File: src/rtl/mastermind_board_ctrl.sv
// Mastermind board sequencer: owns the guess matrix, peg cursor and guess counter.
// A submitted row is scored against a snapshot of the answer, one colour per cycle.
module mastermind_board_ctrl #(
  parameter int NUM_GUESSES = 6,
  parameter int NUM_PEGS    = 4,
  parameter int COLOR_W     = 3,
  parameter int NUM_COLORS  = 6,
  localparam int IW         = (NUM_PEGS > 1) ? $clog2(NUM_PEGS) : 1
) (
  input  logic                                   Clk,
  input  logic                                   Reset,
  input  logic                                   start,
  input  logic [NUM_PEGS*COLOR_W-1:0]            correct_answer,
  input  logic [COLOR_W-1:0]                     current_color,
  input  logic                                   confirm_color,
  input  logic                                   check_guess,
  input  logic                                   btn_left,
  input  logic                                   btn_right,
  output logic [NUM_GUESSES*NUM_PEGS*COLOR_W-1:0] matrix_flat,
  output logic [IW-1:0]                          index,
  output logic [2:0]                             guess_num,
  output logic [2:0]                             black_cnt,
  output logic [2:0]                             white_cnt,
  output logic                                   score_valid,
  output logic                                   q_Start,
  output logic                                   q_Input,
  output logic                                   q_Check,
  output logic                                   q_DoneC,
  output logic                                   q_DoneNC
);

  typedef logic [NUM_PEGS-1:0][COLOR_W-1:0] row_t;

  typedef enum logic [2:0] {
    ST_START,
    ST_INPUT,
    ST_CHECK,
    ST_DONE_C,
    ST_DONE_NC
  } state_t;

  localparam logic [COLOR_W-1:0] MAX_COLOR  = COLOR_W'(NUM_COLORS);
  localparam logic [COLOR_W-1:0] ONE_COLOR  = COLOR_W'(1);
  localparam logic [IW-1:0]      ONE_IDX    = IW'(1);
  localparam logic [2:0]         LAST_GUESS = 3'(NUM_GUESSES - 1);
  localparam logic [2:0]         FULL_ROW   = 3'(NUM_PEGS);

  state_t                  state;
  state_t                  state_next;
  row_t [NUM_GUESSES-1:0]  board;
  row_t                    row_snap;
  row_t                    ans_snap;
  row_t                    answer;
  row_t                    cur_row;
  logic [2:0]              black_acc;
  logic [2:0]              total_acc;
  logic [COLOR_W-1:0]      col;
  logic [2:0]              row_cnt;
  logic [2:0]              ans_cnt;
  logic [2:0]              term;
  logic                    row_full;
  logic                    color_ok;
  logic                    accept_check;
  logic                    check_done;
  logic                    win;

  function automatic logic [2:0] count_color(input row_t r, input logic [COLOR_W-1:0] c);
    logic [2:0] n;
    n = '0;
    for (int i = 0; i < NUM_PEGS; i++)
      if (r[i] == c) n = n + 3'd1;
    return n;
  endfunction

  function automatic logic [2:0] count_exact(input row_t a, input row_t b);
    logic [2:0] n;
    n = '0;
    for (int i = 0; i < NUM_PEGS; i++)
      if (a[i] == b[i]) n = n + 3'd1;
    return n;
  endfunction

  assign answer      = correct_answer;
  assign cur_row     = board[guess_num];
  assign matrix_flat = board;

  always_comb begin
    row_full = 1'b1;
    for (int i = 0; i < NUM_PEGS; i++)
      if (cur_row[i] == '0) row_full = 1'b0;
  end

  // One colour's contribution to the total (exact + colour-only) match count.
  assign row_cnt = count_color(row_snap, col);
  assign ans_cnt = count_color(ans_snap, col);
  assign term    = (row_cnt < ans_cnt) ? row_cnt : ans_cnt;

  assign color_ok     = (current_color != '0) && (current_color <= MAX_COLOR);
  assign accept_check = (state == ST_INPUT) && check_guess && row_full;
  assign check_done   = (state == ST_CHECK) && (col == MAX_COLOR);
  assign win          = (black_acc == FULL_ROW);

  always_comb begin
    state_next = state;
    case (state)
      ST_START:   if (start) state_next = ST_INPUT;
      ST_INPUT:   if (accept_check) state_next = ST_CHECK;
      ST_CHECK:
        if (check_done) begin
          if (win)                          state_next = ST_DONE_C;
          else if (guess_num == LAST_GUESS) state_next = ST_DONE_NC;
          else                              state_next = ST_INPUT;
        end
      ST_DONE_C,
      ST_DONE_NC: if (start) state_next = ST_INPUT;
      default:    state_next = ST_START;
    endcase
  end

  always_ff @(posedge Clk) begin
    if (Reset) state <= ST_START;
    else       state <= state_next;
  end

  always_ff @(posedge Clk) begin
    if (Reset) begin
      board       <= '0;
      index       <= '0;
      guess_num   <= '0;
      black_cnt   <= '0;
      white_cnt   <= '0;
      score_valid <= 1'b0;
      row_snap    <= '0;
      ans_snap    <= '0;
      black_acc   <= '0;
      total_acc   <= '0;
      col         <= '0;
    end else begin
      score_valid <= 1'b0;
      case (state)
        ST_INPUT: begin
          // Only the highest-priority strobe present is considered.
          if (check_guess) begin
            if (row_full) begin
              row_snap  <= cur_row;
              ans_snap  <= answer;
              black_acc <= count_exact(cur_row, answer);
              total_acc <= '0;
              col       <= ONE_COLOR;
            end
          end else if (confirm_color) begin
            if (color_ok) begin
              board[guess_num][index] <= current_color;
              index                   <= index + ONE_IDX;
            end
          end else if (btn_right) begin
            index <= index + ONE_IDX;
          end else if (btn_left) begin
            index <= index - ONE_IDX;
          end
        end
        ST_CHECK: begin
          total_acc <= total_acc + term;
          col       <= col + ONE_COLOR;
          if (check_done) begin
            black_cnt   <= black_acc;
            white_cnt   <= total_acc + term - black_acc;
            score_valid <= 1'b1;
            if (!win && guess_num != LAST_GUESS) begin
              guess_num <= guess_num + 3'd1;
              index     <= '0;
            end
          end
        end
        ST_START,
        ST_DONE_C,
        ST_DONE_NC: begin
          if (start) begin
            board     <= '0;
            index     <= '0;
            guess_num <= '0;
            black_cnt <= '0;
            white_cnt <= '0;
          end
        end
        default: ;
      endcase
    end
  end

  assign q_Start  = (state == ST_START);
  assign q_Input  = (state == ST_INPUT);
  assign q_Check  = (state == ST_CHECK);
  assign q_DoneC  = (state == ST_DONE_C);
  assign q_DoneNC = (state == ST_DONE_NC);

endmodule

File: config.mk
export PLATFORM = sky130hd
export DESIGN_NAME = mastermind_board_ctrl
export DESIGN_NICKNAME = d
export VERILOG_FILES = /design/src/rtl/mastermind_board_ctrl.sv
export SDC_FILE = /design/constraint.sdc
export NUM_CORES = 1
export LEC_CHECK = 0
export CAP_MARGIN = 30
export CORE_MARGIN = 5
export CORE_UTILIZATION = 35
export CTS_CLUSTER_DIAMETER = 100
export DETAILED_ROUTE_END_ITERATION = 6
export GPL_TIMING_DRIVEN = 0
export SETUP_SLACK_MARGIN = 0.15
export SLEW_MARGIN = 20
export SYNTH_ARGS = -nofsm -noshare
export SYNTH_HDL_FRONTEND = slang
export SYNTH_SLANG_ARGS = --single-unit
File: constraint.sdc
create_clock -name Clk -period 5.1 [get_ports Clk]
set_input_delay 0.765 -clock Clk [delete_from_list [all_inputs] [get_ports Clk]]
set_output_delay 0.765 -clock Clk [all_outputs]
set_load 0.005 [all_outputs]
==> impl_metrics.tcl <==
set metrics [dict create \
    track_usage_pct 21.5 \
    startpoint_type "register" \
    first_global_vias 6269 \
    wl_met1_microns 10000 \
    coreArea_sq_um 18600 \
    r2r_end "white_cnt[2]$_SDFFE_PP0P_" \
    yosysTopAreaCell "dfxtp_1" \
    grt_overflow 0 \
    cts_hold_buffers 0 \
    synth_cell_type_count 70 \
    hold_viol 0 \
    grt_first_pass_wirelength_microns 36100 \
    place_worst_setup_slack_ns 0.110 \
    end_kind "register" \
    clock-sinks 120 \
    nets 950 \
    holdPathStages 2 \
    cp.arrival_ns 5.01 \
    routedWlPerCell_microns 20.3 \
    min_period_over_period_pct 92.4 \
    dr_wl_met2_microns 10700 \
    cts_buffer_depth 2 \
    cp-startpoint "col[1]$_SDFFE_PP0P_" \
    io_pins 111 \
    synth_flop_cell "dfxtp_1" \
    path_class "reg -> reg" \
    netlist.area_leader.share_pct 36.5 \
    final_antenna_net_count 0 \
    detail_route.iter0.violations 590 \
    dr.pass1.iters 5 \
    holdPathEnd "ans_snap[11]$_SDFFE_PP0P_" \
    fillers 1828 \
    layout-drive-gt1-share_pct 11.7 \
    die_w_microns 147 \
    rsz0062_at_grt "false" \
    vias 6494 \
    synthesis.area_sq_um 6580 \
    syn_inst 764 \
    largest_register_ff_count 72 \
    viasPerCell 5.65 \
    max_slew_margin_pct 48.3 \
    rr_worst_depth 21 \
    worst_slack_ns 0.386 \
    critPathMaxFanout 9 \
    hpwl_microns 17500 \
    final_core_util_pct 46.8 \
    r2r-start "col[1]$_SDFFE_PP0P_" \
    antenna_found_initial 0 \
    ir_drop_uv 226 \
    r2r_slack_ns 0.39 \
    route.detailed.drc 0 \
    fin_crit_ns 4.71 \
    p_leak_nw 3.23 \
    tritoncts "yes" \
    synth-edff-count 0 \
    worstHoldStart "ans_snap[11]$_SDFFE_PP0P_" \
    worstMarginPinSlew_ns 0.773 \
    hp-class "reg -> reg" \
    port_buffers 110 \
    row_count 50 \
    setup_tns_ns 0 \
    required_ns 5.40 \
    synth_area_leaders "dfxtp_1, a22oi_1, nor2_1, ha_1, xnor2_1" \
    gp_congestion 0.940 \
    die_y_microns 147 \
    ys_seq_area_share_pct 36.5 \
    path_clk_slew_ns 0.06 \
    diodes 0 \
    skew_ns 0.0102 \
    power_density_nw_per_um2 318 \
    die_area_sq_um 21600 \
    clk_latency_ns 0.42 \
    ys_ff_latch 120 \
    areaGrowthSynthToFinish_pct 32.3 \
    wl_met3_microns 1710 \
    cts_made_buffers 17 \
    status "completed" \
    max_freq_mhz 212 \
    finalWirelength_microns 23300 \
    setup-violations-final 0 \
    clockRootBuffer "clkbuf_16" \
    grt_max_degree 17 \
    top_layer "met4" \
    slew_violations 0 \
    start_util_pct 35.4 \
    cap_violations 0 \
    async_flop_share_pct 0 \
    synth_nets 811 \
    h-tree-depth 4 \
    yosys_warnings 0 \
    synth.avg_cell_area_sq_um 8.61 \
]
cells by family after synthesis:
| kind of cell | count (synthesis) | synth area share [%] |
|---|---|---|
| simple gates | 264 | 18.5 |
| compound gates | 203 | 21.6 |
| flops | 120 | 36.5 |
| buf+inv | 68 | 5.00 |
| xor+xnor | 44 | 5.86 |
| mux | 40 | 7.52 |
| fa+ha+maj | 25 | 4.99 |
where the power goes:
part | total, mW | switching (mW) | internal, mW
Combinational | 0.543 | 0.327 | 0.216
Clock | 1.26 | 0.480 | 0.778
Sequential | 0.964 | 0.0145 | 0.949
worst max path at each step:
stage,endpoint,slack (ns),cells past startpoint
2_1_floorplan,white_cnt[2]$_SDFFE_PP0P_,0.64,20
3_3_place_gp,white_cnt[2]$_SDFFE_PP0P_,0.15,20
3_5_place_dp,white_cnt[2]$_SDFFE_PP0P_,0.11,20
4_1_cts,white_cnt[2]$_SDFFE_PP0P_,0.19,20
5_1_grt,white_cnt[2]$_SDFFE_PP0P_,0.15,21
6_report,white_cnt[2]$_SDFFE_PP0P_,0.39,21
through the flow:
stage / std cells / hold WS (ns) / total power, mW / cell area (sq um)
floorplan: 764 / 0.465 / 1.34 / 6580
global placement: 1108 / 0.469 / 1.51 / 7970
detailed placement: 1108 / 0.479 / 1.52 / 7970
CTS: 1140 / 0.489 / 2.77 / 8590
global route: 1150 / 0.520 / 2.89 / 8700
finish: 1150 / 0.485 / 2.76 / 8700
worst max-delay path: stages, from the launching register on:
cell,delay [ns]
dfxtp_2,0.34
buf_6,0.14
xnor2_1,0.19
nand3_1,0.14
inv_1,0.08
ha_1,0.25
or4_4,0.55
nand2_1,0.09
ha_1,0.24
mux2i_2,0.19
inv_1,0.07
ha_1,0.22
nor2b_1,0.14
o31a_1,0.30
ha_1,0.20
fa_1,0.51
inv_1,0.06
fa_1,0.37
xnor2_1,0.15
xnor2_1,0.14
a22oi_1,0.16
nor2_1,0.05
timing repair:
item,CTS,global route
setup endpoints to repair,1,2
gates resized for setup,2,11
endpoints found under the hold margin,0,0
setup buffers,0,10
final cells by class:
class	count	area, sq um	area share, %
Multi-Input combinational cell	576	3860	44.4
Sequential cell	120	2400	27.7
Inverter	18	67.6	0.777
Clock buffer	17	425	4.89
Tap cell	234	293	3.37
Buffer	50	284	3.27
Clock inverter	15	188	2.16
Timing Repair Buffer	120	1180	13.5
synth_stat cells, types with 3 or more instances:
| master | number |
|---|---|
| nor2_1 | 144 |
| dfxtp_1 | 120 |
| a22oi_1 | 88 |
| nand2_1 | 34 |
| o21ai_0 | 34 |
| clkbuf_1 | 26 |
| xnor2_1 | 26 |
| a21oi_1 | 24 |
| ha_1 | 23 |
| mux2i_1 | 19 |
| nor3_1 | 18 |
| xor2_1 | 18 |
| inv_1 | 16 |
| and3_1 | 14 |
| buf_2 | 14 |
| mux2_2 | 13 |
| or3_1 | 9 |
| a211oi_1 | 8 |
| o21a_1 | 8 |
| nand3_1 | 7 |
| mux4_2 | 6 |
| o21ai_1 | 6 |
| buf_4 | 5 |
| buf_6 | 5 |
| nand2b_1 | 5 |
| nor2b_1 | 5 |
| o211ai_1 | 4 |
| or2_2 | 4 |
| and2_1 | 3 |
| o32ai_1 | 3 |
layer usage:
metal	vias to the layer above	global-route usage (%)
li1	3036	-
met3	51	5.12
met1	3107	27.9
met4	0	9.51
met5	-	0
met2	300	34.0
layout by cell type, fill, tap and decap left out, types with 9 or more instances in the layout:
master / Yosys / routed
nor2_1: 144 / 144
dfxtp_1: 120 / 118
clkdlybuf4s50_1: 0 / 110
a22oi_1: 88 / 88
nand2_1: 34 / 34
o21ai_0: 34 / 34
xnor2_1: 26 / 26
clkbuf_1: 26 / 26
a21oi_1: 24 / 24
ha_1: 23 / 23
xor2_1: 18 / 18
nor3_1: 18 / 18
mux2i_1: 19 / 18
clkbuf_16: 0 / 17
inv_1: 16 / 16
buf_4: 5 / 15
and3_1: 14 / 14
mux2_2: 13 / 13
buf_2: 14 / 11
or3_1: 9 / 9
(Power assumes the default switching activity.)
